### src/rtl/fft_result_serializer.sv
// fft_result_serializer: captures a parallel 16-point complex frame into one of two
// ping-pong banks and streams it out one sample per cycle, optionally in bit-reversed lane order.
`default_nettype none

module fft_result_serializer #(
   parameter int N_POINTS    = 16,
   parameter int DATA_W      = 16,
   parameter bit BIT_REVERSE = 1'b1
) (
   input  logic                       clk,
   input  logic                       rst,
   input  logic [N_POINTS*DATA_W-1:0] in_real,
   input  logic [N_POINTS*DATA_W-1:0] in_imag,
   input  logic                       in_valid,
   output logic                       in_ready,
   output logic [DATA_W-1:0]          out_real,
   output logic [DATA_W-1:0]          out_imag,
   output logic [3:0]                 out_index,
   output logic                       out_valid,
   input  logic                       out_ready,
   output logic                       out_last
);

   logic [N_POINTS*DATA_W-1:0] re_q [2];
   logic [N_POINTS*DATA_W-1:0] im_q [2];

   logic [1:0] full_q, full_d;
   logic       wr_bank_q, wr_bank_d;
   logic       rd_bank_q, rd_bank_d;
   logic [3:0] rd_idx_q, rd_idx_d;

   logic       capture;
   logic       beat;
   logic       last_beat;
   logic [3:0] lane;

   assign in_ready  = !full_q[wr_bank_q];
   assign out_valid = full_q[rd_bank_q];
   assign capture   = in_valid && in_ready;
   assign beat      = out_valid && out_ready;
   assign last_beat = beat && (rd_idx_q == 4'd15);

   // Natural-order index n maps to the lane holding frequency bin n.
   assign lane = BIT_REVERSE ? {rd_idx_q[0], rd_idx_q[1], rd_idx_q[2], rd_idx_q[3]}
                             : rd_idx_q;

   assign out_real  = re_q[rd_bank_q][int'(lane)*DATA_W +: DATA_W];
   assign out_imag  = im_q[rd_bank_q][int'(lane)*DATA_W +: DATA_W];
   assign out_index = rd_idx_q;
   assign out_last  = out_valid && (rd_idx_q == 4'd15);

   always_comb begin
      full_d    = full_q;
      wr_bank_d = wr_bank_q;
      rd_bank_d = rd_bank_q;
      rd_idx_d  = rd_idx_q;
      if (capture) begin
         full_d[wr_bank_q] = 1'b1;
         wr_bank_d         = !wr_bank_q;
      end
      // A capture never targets the bank being drained, so both updates can coexist.
      if (beat) begin
         rd_idx_d = rd_idx_q + 4'd1;
         if (last_beat) begin
            full_d[rd_bank_q] = 1'b0;
            rd_bank_d         = !rd_bank_q;
         end
      end
   end

   always_ff @(posedge clk or posedge rst) begin
      if (rst) begin
         full_q    <= 2'b00;
         wr_bank_q <= 1'b0;
         rd_bank_q <= 1'b0;
         rd_idx_q  <= 4'd0;
      end else begin
         full_q    <= full_d;
         wr_bank_q <= wr_bank_d;
         rd_bank_q <= rd_bank_d;
         rd_idx_q  <= rd_idx_d;
      end
   end

   always_ff @(posedge clk or posedge rst) begin
      if (rst) begin
         for (int b = 0; b < 2; b++) begin
            re_q[b] <= '0;
            im_q[b] <= '0;
         end
      end else if (capture) begin
         re_q[wr_bank_q] <= in_real;
         im_q[wr_bank_q] <= in_imag;
      end
   end

endmodule

`default_nettype wire

### config.mk
export PLATFORM = sky130hd
export DESIGN_NAME = fft_result_serializer
export DESIGN_NICKNAME = d
export VERILOG_FILES = /design/src/rtl/fft_result_serializer.sv
export SDC_FILE = /design/constraint.sdc
export NUM_CORES = 2
export LEC_CHECK = 0
export ABC_CLOCK_PERIOD_IN_PS = 35200
export CORE_MARGIN = 2
export CORE_UTILIZATION = 30
export DETAILED_ROUTE_END_ITERATION = 16
export SYNTH_ARGS = -nofsm -noshare
export SYNTH_HDL_FRONTEND = slang
export SYNTH_SLANG_ARGS = --single-unit
### constraint.sdc
create_clock -name clk -period 35.2 [get_ports clk]
set_input_delay 5.28 -clock clk [delete_from_list [all_inputs] [get_ports clk]]
set_output_delay 5.28 -clock clk [all_outputs]
set_load 0.01 [all_outputs]
==> flow_metrics.tcl <==
set metrics [dict create \
    drc_errors 0 \
    cts_root_buffer "clkbuf_16" \
    vias 29800 \
    hold_ws_ns 0.4819 \
    postSynthCellCount 3352 \
    first_iter_violations 1532 \
    core_um2 156000 \
    avgSynthCellArea_um2 14.05 \
    run_status "finished, final reports clean" \
    hold_viol_final 0 \
    overflow 0 \
    yosys_warnings 0 \
    setup_violations 0 \
    dp_hpwl_mm 104.8 \
    cp_common_cell "buf_4" \
    rsz0062_at_grt "false" \
    ys_seq_area_frac 0.5483 \
    hold_path.class "flop to flop" \
    fmax_ghz 0.08731 \
    p_clk_frac 0.240 \
    cts_buffers 119 \
    maxSlewViolCount 0 \
    p_sw_mw 1.805 \
    pre_cts_ws_ns 24.30 \
    routed_wl_mm 149.4 \
    vdd_drop_max_mv 0.05303 \
    cts_num_sinks 1032 \
    clk_path_buf_depth 3 \
    firstDrtPassIters 5 \
    postRouteAntennaNets 0 \
    cp-end-kind "output pin" \
    initial_core_util 0.3019 \
    netSwitchingFraction 0.3573 \
    fin_nets 4360 \
    die_area_um2 160200 \
    cp_max_fo 58 \
    routed_via_density 4.953 \
    internal_power_mw 3.247 \
    critical_path_required_ns 29.92 \
    skew_ns 0.03455 \
    worstSetupStartpointType "flop" \
    grt_max_degree 153 \
    ys_seq_elements 1032 \
    combPwrFrac 0.384 \
    core.rowCount 145 \
    seq_power_share 0.376 \
    worst_slack_ns 23.75 \
    synth_nets 3869 \
    relSlewSlack 0.1926 \
    cts_resized 0 \
    die_w_um 400.2 \
    portBuffers 554 \
    grt_pass1_wl_mm 219.3 \
    syn_to_final_growth_pct 23.62 \
    max-cap-violations 0 \
    avgRoutedWirePerCell_um 24.84 \
    path_cells "buf_4 -> buf_4 -> buf_4 -> mux2i_1 -> a22o_1 -> nor3_1 -> a31oi_1 -> nand3_1 -> clkdlybuf4s50_1" \
    total_leakage_power_nw 26.70 \
    grt_usage 0.1845 \
    clk_latency_ns 0.74 \
    holdBufCountCts 0 \
    grt_antenna_before_repair 68 \
    critPathMaxStageDelay_ns 0.93 \
    yosysUniqueCellTypes 30 \
    cp_slowest_cell "buf_4" \
    gp_congestion 0.7815 \
    fin_setup_tns_ns 0 \
    cts.clk_slew.worst_paths_ns 0.06 \
    synthesis.area_um2 47100 \
    cts_tree "yes" \
    worstMarginPinSlew_ns 1.211 \
    ios 555 \
    cp.arrival_ns 6.17 \
    drive_gt1_frac 0.09135 \
    dieHeight_um 400.2 \
    powerDensity_nw_per_um2 86.78 \
    htreeDepth 3 \
    critPathKind "flop to output pin" \
    grt_pass1_vias 31070 \
    timing.final.crit_period_ns 11.45 \
    postCtsSetupBuffers 0 \
    min_period_over_period 0.3254 \
]
==> critical path, delay by kind of cell, from the launching register on <==
kind | cells | cell delay, ns
DFF | 1 | 0.87
buffers and inverters | 4 | 3.10
and+or+nand+nor | 2 | 0.61
muxes | 1 | 0.18
AOI/OAI and AO/OA | 2 | 0.54
==> cell type report <==
class,count,area (µm²)
antenna,17,42.54
clock buffer,190,3630
clock inverter,29,242.7
fill,14980,97800
inverter,2,15.01
multi-input combinational,2077,19860
sequential,1032,25830
tap,2058,2575
timing repair buffer,611,6023
==> layer usage <==
metal / up-vias / wire length, µm / GRT usage
li1: 13300 / - / -
met1: 15560 / 67810 / 0.2481
met2: 662 / 69510 / 0.2965
met3: 237 / 8542 / 0.04583
met4: 44 / 3287 / 0.04672
met5: - / 278 / 0
==> through the flow <==
stage | util | power (mW) | instance area, µm² | cells
after global routing | 0.3731 | 5.352 | 58210 | 6012
after global placement | 0.3481 | 3.855 | 54310 | 5780
after detailed placement | 0.3481 | 3.897 | 54310 | 5780
after CTS | 0.3729 | 5.133 | 58180 | 5999
after floorplan | - | 3.141 | 47100 | 3352
final | 0.3732 | 5.052 | 58220 | 6016
==> synthesized netlist by cell type <==
cell type	instances	area, µm²
dfrtp_1	1032	25820
mux2_1	916	10310
mux2i_1	513	5135
buf_2	119	595.6
mux2_2	109	1227
nand2_1	103	386.6
nand3_1	97	485.5
a21oi_1	96	480.5
a22oi_1	96	720.7
buf_4	74	555.5
a22o_1	64	560.5
a31oi_1	32	200.2
nor3_1	32	160.2
clkbuf_1	26	97.59
buf_6	16	180.2
buf_1	6	22.52
xnor2_1	4	35.03
and2_1	2	12.51
inv_1	2	7.510
nand2b_1	2	12.51
nor2b_1	2	12.51
a21o_1	1	7.510
a32oi_1	1	8.760
and4_1	1	8.760
ha_1	1	12.51
nand4_1	1	6.260
nor2_1	1	3.750
nor3b_1	1	7.510
o22a_1	1	8.760
or2_1	1	6.260
==> cells in the final DEF (no fill, tap or decap), types with 17 or more instances in the layout <==
cell type,instances
clkdlybuf4s50_1,554
clkbuf_8,30
diode_2,17
clkbuf_1,37
mux2i_1,513
clkinv_2,17
buf_4,53
a22oi_1,96
nor3_1,32
clkbuf_16,123
nand2_1,102
mux2_1,916
dfrtp_1,1031
a21oi_1,96
mux2_2,109
nand3_1,96
a31oi_1,32
a22o_1,64
==> power by group through the flow <==
stage,Combinational (mW),Sequential (mW),Clock [mW]
after global routing,2.10,1.96,1.29
final,1.94,1.90,1.21
after global placement,1.95,1.91,0
after floorplan,1.30,1.84,0
after CTS,1.99,1.90,1.25
after detailed placement,1.98,1.92,0
==> path summary, 6_finish.rpt <==
kind                               from           end  slack (ns)  cells past startpoint
max                        out_index[3]  out_real[14]       23.75                      9
min                           re_q[333]     re_q[333]        0.48                      1
max reg2reg                   full_q[1]     re_q[219]       31.00                      6
min reg2reg                   re_q[333]     re_q[333]        0.48                      1
max in group asynchronous           rst     re_q[400]       26.70                      5
min in group asynchronous           rst     re_q[277]        5.12                      2
==> sequential cells by signal, indices dropped and copies added (netlist names) <==
register and count:
full_q 2, im_q 512, out_index 4, rd_bank_q 1, re_q 512, wr_bank_q 1
==> cells by family after synthesis <==
logic type	after synthesis	synth area share
AO/OA/AOI/OAI	291	0.04219
flip-flops	1032	0.5483
buffers and inverters	243	0.03098
XOR/XNOR	4	0.0007438
adder cells (fa/ha/maj)	1	0.0002656
multiplexers	1538	0.3541
AND/OR/NAND/NOR	243	0.02340
Note: power is estimated with default switching activity, not from simulation.
